## src/rtl/shifter_load_ctrl.sv

```systemverilog
// shifter_load_ctrl
// Word scheduler between the video DMA and the shifter datapath (clk32 domain).
// Buffers fetched 16-bit screen words in a small FIFO, generates the pixel
// clock enable for the selected resolution, and issues one LOAD strobe plus
// word per 16-cycle slot while display enable is active. Overflow and
// underrun are reported as sticky flags.
//
// Build option: SHIFTER_UNDERRUN_REPEAT_EN
//   defined   - an underrun slot still pulses LOAD with the last issued word,
//               so the shifter repeats it (underrun is still flagged).
//   undefined - an underrun slot leaves LOAD low and DOUT unchanged.

module shifter_load_ctrl #(
    parameter int FIFO_DEPTH = 8
) (
    input  logic                          clk32,
    input  logic                          nReset,
    input  logic [1:0]                    rez,
    input  logic                          DE,
    input  logic                          flush,
    input  logic                          wr_en,
    input  logic [15:0]                   wr_data,
    input  logic                          err_clr,
    output logic                          full,
    output logic [$clog2(FIFO_DEPTH):0]   level,
    output logic                          pixClkEn,
    output logic                          LOAD,
    output logic [15:0]                   DOUT,
    output logic                          overflow,
    output logic                          underrun
);

    localparam int AW = $clog2(FIFO_DEPTH);
    localparam logic [AW:0] DEPTH_L = (AW+1)'(FIFO_DEPTH);

    // ------------------------------------------------------------------
    // Storage and state
    // ------------------------------------------------------------------
    logic [15:0]   mem [FIFO_DEPTH];
    logic [AW-1:0] wr_ptr;
    logic [AW-1:0] rd_ptr;

    logic          de_q;
    logic          de_qq;
    logic          de_rise;

    logic [1:0]    pcnt;
    logic [1:0]    pcnt_nxt;
    logic          pix_en_nxt;

    logic [3:0]    slot;
    logic          slot0;
    logic          empty;
    logic          pop;
    logic          under_evt;
    logic          issue;
    logic          wr_ok;
    logic          ovf_evt;
    logic          load_d;

    // ------------------------------------------------------------------
    // Derived controls
    // ------------------------------------------------------------------
    assign full    = (level == DEPTH_L);
    assign empty   = (level == '0);
    assign de_rise = de_q & ~de_qq;

    // Slot-0 issue decision; flush overrides any pop in the same cycle
    always_comb begin
        slot0     = de_q & (slot == 4'd0);
        pop       = slot0 & ~empty & ~flush;
        under_evt = slot0 & empty;
`ifdef SHIFTER_UNDERRUN_REPEAT_EN
        issue     = pop | (under_evt & ~flush);
`else
        issue     = pop;
`endif
    end

    // A write into a full FIFO is only accepted when a pop frees a slot
    // in the same cycle; otherwise it is dropped and flagged.
    always_comb begin
        wr_ok   = wr_en & ~flush & (~full | pop);
        ovf_evt = wr_en & ~flush & full & ~pop;
    end

    // Pixel divider next value; enable is computed from the next count so
    // pixClkEn is high exactly while pcnt sits at the enabled phase.
    always_comb begin
        pcnt_nxt = de_rise ? 2'd0 : pcnt + 2'd1;
        if (rez[1])
            pix_en_nxt = 1'b1;
        else if (rez[0])
            pix_en_nxt = pcnt_nxt[0];
        else
            pix_en_nxt = (pcnt_nxt == 2'd3);
    end

    // ------------------------------------------------------------------
    // Sequential logic
    // ------------------------------------------------------------------

    // Display-enable register and edge history
    always_ff @(posedge clk32 or negedge nReset) begin
        if (!nReset) begin
            de_q  <= 1'b0;
            de_qq <= 1'b0;
        end else begin
            de_q  <= DE;
            de_qq <= de_q;
        end
    end

    // Pixel divider and registered pixel clock enable
    always_ff @(posedge clk32 or negedge nReset) begin
        if (!nReset) begin
            pcnt     <= 2'd0;
            pixClkEn <= 1'b0;
        end else begin
            pcnt     <= pcnt_nxt;
            pixClkEn <= pix_en_nxt;
        end
    end

    // Slot counter: parked at 0 outside the active line, free-running mod 16 inside
    always_ff @(posedge clk32 or negedge nReset) begin
        if (!nReset)
            slot <= 4'd0;
        else if (!de_q)
            slot <= 4'd0;
        else
            slot <= slot + 4'd1;
    end

    // Word buffer contents; no reset needed, level gates every read
    always_ff @(posedge clk32) begin
        if (wr_ok)
            mem[wr_ptr] <= wr_data;
    end

    // FIFO pointers and exact occupancy
    always_ff @(posedge clk32 or negedge nReset) begin
        if (!nReset) begin
            wr_ptr <= '0;
            rd_ptr <= '0;
            level  <= '0;
        end else if (flush) begin
            wr_ptr <= '0;
            rd_ptr <= '0;
            level  <= '0;
        end else begin
            if (wr_ok)
                wr_ptr <= wr_ptr + AW'(1);
            if (pop)
                rd_ptr <= rd_ptr + AW'(1);
            case ({wr_ok, pop})
                2'b10:   level <= level + (AW+1)'(1);
                2'b01:   level <= level - (AW+1)'(1);
                default: level <= level;
            endcase
        end
    end

    // Output word: loaded from the FIFO head on pop, otherwise held
    always_ff @(posedge clk32 or negedge nReset) begin
        if (!nReset)
            DOUT <= 16'h0000;
        else if (pop)
            DOUT <= mem[rd_ptr];
    end

    // LOAD is a two-cycle pulse after each issue; flush cuts it off
    always_ff @(posedge clk32 or negedge nReset) begin
        if (!nReset) begin
            LOAD   <= 1'b0;
            load_d <= 1'b0;
        end else if (flush) begin
            LOAD   <= 1'b0;
            load_d <= 1'b0;
        end else begin
            LOAD   <= issue | load_d;
            load_d <= issue;
        end
    end

    // Sticky error flags; a new event beats a same-cycle clear
    always_ff @(posedge clk32 or negedge nReset) begin
        if (!nReset) begin
            overflow <= 1'b0;
            underrun <= 1'b0;
        end else begin
            if (ovf_evt)
                overflow <= 1'b1;
            else if (err_clr)
                overflow <= 1'b0;
            if (under_evt)
                underrun <= 1'b1;
            else if (err_clr)
                underrun <= 1'b0;
        end
    end

endmodule

```

## config.mk

```make
export PLATFORM = sky130hd
export DESIGN_NAME = shifter_load_ctrl
export DESIGN_NICKNAME = d
export VERILOG_FILES = /design/src/rtl/shifter_load_ctrl.sv
export SDC_FILE = /design/constraint.sdc
export NUM_CORES = 1
export LEC_CHECK = 0
export ABC_CLOCK_PERIOD_IN_PS = 4500
export CAP_MARGIN = 10
export CORE_ASPECT_RATIO = 1.25
export CORE_MARGIN = 1.5
export CORE_UTILIZATION = 60
export CTS_CLUSTER_SIZE = 30
export DETAILED_ROUTE_END_ITERATION = 7
export HOLD_SLACK_MARGIN = 0.1
export PLACE_DENSITY = 0.77
export SYNTH_ARGS = -nofsm -noshare
export SYNTH_HDL_FRONTEND = slang
export SYNTH_SLANG_ARGS = --single-unit
```

## constraint.sdc

```tcl
create_clock -name clk32 -period 4.5 [get_ports clk32]
set_input_delay 0.9 -clock clk32 [delete_from_list [all_inputs] [get_ports clk32]]
set_output_delay 0.9 -clock clk32 [all_outputs]
set_load 0.1 [all_outputs]
```

# Word level (Yosys, flattened, before mapping)
# Memories as Yosys holds them, arrays and structs flattened. A register that Yosys moved wholly into a read port is not among the register bits.
# Index checks and enable logic that the tools add are counted.
# op_classes
n_addsub	6
eq_ne	4
mux	17
n_bitwise	16
reduce_logical	8
# ops
operator	count
3-bit 2-to-1 mux	4
1-bit AND	9
1-bit 2-to-1 mux	9
4-bit by 1-bit adder with 4-bit output, second input constant	2
4-bit logical NOT	2
4-bit 2-to-1 mux	2
4-bit case mux with 2 select lines	1
2-bit nonzero test	4
3-bit by 1-bit adder with 3-bit output, second input constant	2
1-bit inverter	5
2-bit equality test, second input constant	2
4-bit equality test, second input constant	1
4-bit by 1-bit subtractor with 4-bit output, second input constant	1
3-bit nonzero test	1
2-bit by 1-bit adder with 2-bit output, second input constant	1
2-bit by 1-bit equality test with 1-bit output, second input constant	1
2-bit 2-to-1 mux	1
1-bit OR	2
1-bit logical NOT	1
# word_totals
reg_bits	23
ram_bits	128
input_bits	24
out_inout_bits	25
n_memories	1
# mem_list
name	words	width	read_ports	rd_clocked_by_memory_dff	wr	line	rtl
mem	8	16	1	1	1	39	logic [15:0] mem [FIFO_DEPTH];

# Depth between registers and ports, before layout
# Gate-level depths: netlist of run 1.
# logic_depth
word_depth	9
depth_mapped	10
mapped_depth_nobuf	9

# Least setup slack after synthesis of run 1
# Ideal clock, no wire load.
# synth_path
kind	reg-to-reg
from	register level[0]
to	memory mem[0][0], enable pin
setup_ps	409
arrival_ps	3001
t_required_ps	4091
slack_ps	1089
path_stages_with_launch	5
path_buffers	0
period_less_slack_ps	3411
path_cell_list	dfrtp_1 > nor3_2 > a311oi_4 > nand2b_1 > nor3_1
# synth_between
elab_chain_cells	8
word_cells_on_any_way	10
cone_classes	1 x eq/ne; 2 x mux; 6 x bitwise; 1 x reduce/logical
# synth_rtl
item	line	rtl
start, declared	25	output logic [$clog2(FIFO_DEPTH):0] level,
start signal, assigned	157	2'b10: level <= level + (AW+1)'(1);
start signal, assigned	158	2'b01: level <= level - (AW+1)'(1);
start signal, assigned	159	default: level <= level;
4-bit logical NOT	65	assign empty = (level == '0);
1-bit inverter	71	pop = slot0 & ~empty & ~flush;
1-bit AND (2 in series)	71	
1-bit OR (*)	83	wr_ok = wr_en & ~flush & (~full | pop);
1-bit AND (*)	83	
1-bit 2-to-1 mux (*)	137	if (wr_ok)
1-bit 2-to-1 mux (implied by the code) (*)	138	mem[wr_ptr] <= wr_data;
end, declared	39	
# Every way passes the cells marked *; elsewhere a longest branch is shown, timed or not.

# Final worst setup path of run 1
# layout_path
from	register level[1]
to	output full
# layout_between
elab_chain_cells	1
# layout_rtl
item	line	rtl
4-bit equality test	64	assign full = (level == DEPTH_L);
end, declared	24	output logic full,
# No other way between the ends.

==> key figures, run 1 <==
STA
  – # setup viols final: 0
  – Final Skew: 5.76 ps
  – Total negative slack: 0 ps
  – Final worst-path setup slack: between 800 and 900 ps
  – Hold Fails Final Rpt: 0
  – Worst slew margin: around 23%
  – Worst hold margin: approximately 480 ps
  – Slew Limit Fails: 0
  – Pin slew with the least headroom to its limit: approximately 1200 ps
  – Fin crit period: around 3600 ps
  – Fmax: about 0.27 GHz
  – Fin crit share: 80.9%
  – RSZ-0062 raised after global routing: no

GRT
  – Initial antenna violation count: 0
  – Pin count of the biggest net entering global routing: 40
  – Gr ovfl total: 0
  – Gr usage total: between 20 and 25%
  – Met2 global-route usage: 37.4%
  – GRT busiest layer: met2
  – GR Util met1: 28.3%
  – Met3 usage: around 4%
  – Vias in the first global route: ~3,500
  – Global-route wire length before repair: ~18,000 um

Die
  – Die height: 120 um
  – Die area: 11,600 um2
  – Cell row count: 42
  – Die X-Extent: between 90 and 100 um
  – I/O pin count: 49
  – Initial core utilization: approximately 62%
  – Core ar.: between 10,000 and 15,000 um2

Detailed routing
  – TritonRoute pass-1 iters: 4
  – Final ANT Viol Nets: 0
  – Average wire per standard cell: approximately 21 um
  – DRT iter0 DRCs: 185
  – Via count: between 3,000 and 4,000
  – Drt total wl: approximately 12,000 um
  – Via-per-instance ratio: ~6
  – Drt drc: 0

Finish
  – Area Growth Syn to Fin: 18.6%
  – Final Util: between 70% and 80%
  – # diodes: 0
  – Final-stage net count: approximately 450
  – Fillers: ~640
  – Fin area: just under 8000 um2
  – Fraction of layout cells with a size suffix above 1: approximately 20%

Clock network
  – Post-CTS Resized: 0
  – Clk Latency, worst-skew pair: roughly 410 ps
  – CTS Buf Count: 17
  – Clk slew on worst S/H paths: approximately 60 ps
  – CTS tree: built
  – Setup repair bufs after CTS: 0
  – Root Driver: clkbuf_16
  – Clk sinks: ~170
  – Hold-fix buffers, CTS: 0
  – CTS HTree Levels: 4
  – Maximum clock path buffer count: 2

Critical path
  – R2R Path End: level[3]
  – CP Capture Type: output port
  – Required time of the critical path: 3600 ps
  – R2r worst-path depth: 9
  – Data arrival, critical path: between 2000 and 3000 ps
  – Worst setup SP type: register
  – Worst Setup Path Type: register to output port
  – CP max FO: 7
  – R2r setup slk: between 1000 and 1500 ps
  – RR Startpoint: slot[0]

Placed design
  – Dpl hpwl: roughly 6900 um
  – Placer Congestion: around 0.76
  – Pre-CTS WS: approximately 1100 ps
  – Port Buffers: 48
  – Placement Cell Area: 7250 um2

Power and ir drop
  – LEAKAGE: 2.65 nW
  – Peak VDD IR: 402 uV
  – Pwr/cell area: around 590 nW/um2

Yosys
  – Syn Area/Cell: approximately 19 um2
  – Count of cell types in the netlist: 40
  – Sequential area share after synthesis: 73.4%
  – Net Count, Synth: between 300 and 400
  – Syn. warnings: 0
  – Area of the mapped netlist: between 6000 and 7000 um2
  – Yosys reg bits: 167
  – Post-Synthesis Cells: roughly 350

Hold path
  – Hold wc startpoint: pcnt[0]
  – Worst min path class: register to register
  – WHS Path Cells: 1
  – Hold endpoint: pcnt[0]

Run status
  – Status: finished clean

Run
  – Max cap viols: 0
==> cell usage in the layout (no fill, tap or decap), types with 4 or more instances in the layout <==
cell,Yosys,routed
mux2i_1,17,17
inv_6,0,4
buf_4,2,14
and2_1,4,4
clkdlybuf4s50_1,0,47
clkbuf_16,0,17
o21ai_0,4,4
inv_1,6,6
nand2_1,5,5
mux4_2,32,32
mux2_1,4,4
a21oi_1,18,18
xnor2_1,4,4
nand2b_1,4,4
edfxtp_1,128,128
nor2_1,34,34
ha_1,6,6
dfrtp_1,39,37
==> report_power, final <==
| part | switching, mW | internal [mW] | leakage, nW |
|---|---|---|---|
| Combinational | 0.964 | 0.419 | 0.763 |
| Clock | 0.556 | 0.737 | 0.261 |
| Sequential | 0.135 | 1.79 | 1.63 |
==> area by class of cell <==
type                       instances  area (um2)  area share, %
inverter                           6        22.5          0.289
clock inverter                    10        68.8          0.884
multi-input combinational        164        1660           21.3
clock buffer                      22         464           5.96
sequential                       167        4820           61.9
tap                              132         165           2.12
timing repair buffer              62         581           7.46
==> state kept, by name, summed over array words and instances (netlist names) <==
signal and flops:
mem 128, DOUT 16, level 4, slot 4, rd_ptr 3, wr_ptr 3
pcnt 2, LOAD 1, de_q 1, de_qq 1, load_d 1, overflow 1
pixClkEn 1, underrun 1
==> per-layer routing <==
metal	routed length (um)	up-vias
met2	6380	95
met3	471	25
met4	260	0
met5	0	-
met1	4760	1724
li1	-	1503
==> synthesized netlist by cell type, drive strengths merged <==
cell | count | share of area (%)
edfxtp | 128 | 59
dfrtp | 39 | 15
nor2 | 34 | 1.9
mux4 | 32 | 11
a21oi | 18 | 1.4
mux2i | 17 | 2.6
buf | 12 | 0.97
ha | 6 | 1.1
inv | 6 | 0.34
o21ai | 6 | 0.51
nand2 | 5 | 0.29
nor3 | 5 | 0.53
and2 | 4 | 0.38
clkbuf | 4 | 0.23
mux2 | 4 | 0.69
nand2b | 4 | 0.38
xnor2 | 4 | 0.53
nand3 | 3 | 0.23
nor2b | 3 | 0.29
a211oi | 2 | 0.42
a21o | 2 | 0.23
nor4 | 2 | 0.42
o22ai | 2 | 0.19
xor2 | 2 | 0.27
a311oi | 1 | 0.40
a31o | 1 | 0.13
a31oi | 1 | 0.095
and4bb | 1 | 0.19
fa | 1 | 0.30
nand3b | 1 | 0.11
nand4bb | 1 | 0.17
or3 | 1 | 0.095
or4 | 1 | 0.17
==> through the flow <==
stage | total power, mW | cells
2_1_floorplan | 3.01 | 353
5_1_grt | 4.76 | 563
3_5_place_dp | 3.34 | 531
3_3_place_gp | 3.32 | 531
4_1_cts | 4.64 | 563
6_report | 4.60 | 563
==> how the worst max path moves through the flow <==
stage,startpoint,slack (ps),to,cells after the start
6_report,level[1],860,full,3
5_1_grt,level[1],760,full,3
4_1_cts,level[1],830,full,3
3_5_place_dp,wr_en,1060,mem[0][10],6
3_3_place_gp,wr_en,1140,mem[0][10],6
2_1_floorplan,level[0],1090,mem[0][0],4
==> worst max-delay path: stages, from the launching register on <==
cell and delay, ps:
dfrtp_1 490, nor3_2 490, and2_1 210, clkdlybuf4s50_1 1130
==> cells by family (layout without fill, tap and decap cells) <==
group	Yosys count	in the layout	share of synthesized area [%]
mux	53	53	14.3
simple gates	65	65	5.20
fa+ha+maj	7	7	1.45
xor+xnor	6	6	0.800
compound gates	33	33	3.35
buf+inv	22	100	1.54
flops	167	167	73.4
Power figures use the tool's default switching activity.
==> inputs of run 2 (changes only) <==
- ABC_CLOCK_PERIOD_IN_PS: 4500 -> 3260
- CORE_UTILIZATION: 60 -> 52
- PLACE_DENSITY: 0.77 -> 0.71
- clock period: 4.5 -> 3.26 ns (I/O delays scaled with it)
==> run 2 against run 1 <==
  * Setup slack got worse by 180 ps
  * Worst hold slack worse by 93 ps
  * Largest cell class unchanged
  * Critical path type unchanged
  * Largest power group unchanged
  * Utilization down 8.7 points
  * Final cell count up 6.6%
==> key figures, run 2 (synthesis results as in run 1) <==
Critical path
  – CP Buf/Inv Count: 1 (unchanged)
  – R2R Path End: level[3]
  – R2r worst-path depth: 8 (-1)
  – Critical Path Stages: 3 (unchanged)
  – Worst setup SP type: register
  – CP Capture Type: output port
  – Required time of the critical path: 2610 ps (-990 ps)
  – Slowest-stage cell, CP: dfrtp_1
  – R2r setup slk: 720 ps (-710 ps)
  – Data arrival, critical path: 1930 ps (-810 ps)
  – Crit path largest cell delay: 500 ps (-630 ps)
  – CP max FO: 7 (unchanged)
  – Critical-path cell list: nor3_2, and2_1, buf_4
  – Delay-heaviest family, CP: simple AND/OR/NAND/NOR gates
  – Worst Setup Path Type: register to output port
  – RR Startpoint: level[1]

Clock network
  – Post-CTS Resized: 0 (unchanged)
  – Root Driver: clkbuf_16
  – Maximum clock path buffer count: 2 (unchanged)
  – Clk slew on worst S/H paths: 60 ps (about the same)
  – Hold-fix buffers, CTS: 0 (unchanged)
  – CTS tree: built
  – Setup repair bufs after CTS: 0 (unchanged)
  – CTS Buf Count: 17 (unchanged)
  – CTS HTree Levels: 4 (unchanged)
  – Clk sinks: 167 (unchanged)
  – Clk Latency, worst-skew pair: 430 ps (+20 ps)

Power and ir drop
  – Pwr/cell area: 839 nW/um2 (+42%)
  – Psw: 2.31 mW (+39%)
  – Peak VDD IR: 577 uV (+44%)
  – Pint: 4.32 mW (+47%)
  – LEAKAGE: 2.74 nW (+3.4%)
  – Seq pwr share: 39.6% (-2.2 points)
  – Switch share: 34.8% (-1.2 points)
  – Logic pwr share: 28.9% (-1.2 points)
  – Clock power share: 31.5% (+3.4 points)

GRT
  – Vias in the first global route: 3,517 (+1.9%)
  – Initial antenna violation count: 0 (unchanged)
  – Gr ovfl total: 0 (unchanged)
  – Gr usage total: 19.6% (-2.7 points)
  – Global-route wire length before repair: 19,000 um (+5.2%)
  – Pin count of the biggest net entering global routing: 40 (unchanged)

Detailed routing
  – Via count: 3,352 (+0.15%)
  – TritonRoute pass-1 iters: 4 (unchanged)
  – Average wire per standard cell: 19.8 um (-6.0%)
  – Drt total wl: 11,900 um (+0.19%)
  – Final ANT Viol Nets: 0 (unchanged)
  – Drt drc: 0 (unchanged)
  – Via-per-instance ratio: 5.59 (-6.0%)
  – DRT iter0 DRCs: 147 (-21%)

Finish
  – # diodes: 0 (unchanged)
  – Commonest cells after routing, fill and taps aside: edfxtp_1, buf_4, dfrtp_1, nor2_1, mux4_2
  – Fillers: 847 (+32%)
  – Biggest regs: mem x128, DOUT x16
  – Area Growth Syn to Fin: 20.3%
  – Largest register by flop count: mem
  – Fraction of layout cells with a size suffix above 1: 26.8% (+7.1 points)
  – Most common cell after layout, fill and taps aside: edfxtp_1
  – Final-stage net count: 454 (+1.1%)
  – Largest register FFs: 128 (unchanged)

STA
  – Pin slew with the least headroom to its limit: 1150 ps (-13.7 ps)
  – RSZ-0062 raised after global routing: no
  – Hold Fails Final Rpt: 0 (unchanged)
  – # setup viols final: 0 (unchanged)
  – Fmax: roughly 0.39 GHz
  – Worst slew margin: 23.5% (+0.91 points)
  – Fin crit period: roughly 2600 ps
  – Final worst-path setup slack: 678 ps (-181 ps)
  – Fin crit share: 79.2%
  – Slew Limit Fails: 0 (unchanged)
  – Final Skew: 16.5 ps (+10.7 ps)
  – Total negative slack: 0 ps (unchanged)

Placed design
  – Port Buffers: 48 (unchanged)
  – Placer Congestion: 0.806 (+5.4%)
  – Pre-CTS WS: 514 ps (-545 ps)
  – Dpl hpwl: 7260 um (+5.1%)

Die
  – Die X-Extent: 104 um (+7.2%)
  – I/O pin count: 49 (unchanged)
  – Core ar.: 12,200 um2 (+15%)
  – Die height: 129 um (+7.2%)
  – Cell row count: 45 (+7.1%)
  – Die area: 13,300 um2 (+15%)
  – Initial core utilization: 53.7% (-8.1 points)

Hold path
  – Worst min path class: primary input to async pin

Run status
  – Status: finished clean

Run
  – Max cap viols: 0 (unchanged)
run 2: cell types whose count changed in the layout (fill, tap and decap cells not counted), sizes merged:
cell           previous run  this run
buf                      15        45
clkdlybuf4s50            47        22
bufinv                    0         4
inv                      10         7
clkbuf                   22        20
clkinvlp                  1         3
clkinv                    5         4
run 2: power groups by stage:
stage                     clock network (mW)  logic (mW)  registers, mW
after floorplan                            0       0.613           3.54
after global placement                     0        1.92           2.66
after detailed placement                   0        1.93           2.67
after CTS                               2.12        1.94           2.63
after global routing                    2.21        2.02           2.66
final                                   2.09        1.92           2.63
run 2: per-layer routing:
| metal | wire length, um | GRT usage [%] | vias to the layer above | share of wire, % |
|---|---|---|---|---|
| met5 | 0 | 0 | - | 0 |
| met3 | 589 | 4.86 | 21 | 4.9 |
| met2 | 6250 | 34.0 | 87 | 53 |
| li1 | - | - | 1516 | - |
| met1 | 4800 | 23.5 | 1728 | 40 |
| met4 | 257 | 8.66 | 0 | 2.2 |
run 2: layout make-up:
cell class,count,area [um2],area share (%)
Timing Repair Buffer,67,568,7.19
Tap cell,164,205,2.60
Inverter,6,22.5,0.285
Multi-Input combinational cell,164,1660,21.0
Clock inverter,12,175,2.22
Clock buffer,20,447,5.65
Sequential cell,167,4820,61.0
run 2: worst max-delay path by stage:
stage / startpoint / end / slack (ps)
finish: level[1] / full / 680
global route: level[1] / level[3] / 530
CTS: level[1] / full / 660
detailed placement: wr_en / mem[7][4] / 510
global placement: flush / level[3] / 580
floorplan: level[0] / mem[2][0] / 270
run 2: metrics by stage:
step,util (%),cells,power (mW),hold slack (ps),cell area [um2]
after floorplan,-,353,4.15,356,6580
after global placement,59.6,568,4.58,452,7280
after detailed placement,59.6,568,4.61,465,7280
after CTS,64.7,600,6.69,423,7900
after global routing,64.7,600,6.89,461,7900
final,64.7,600,6.63,384,7900
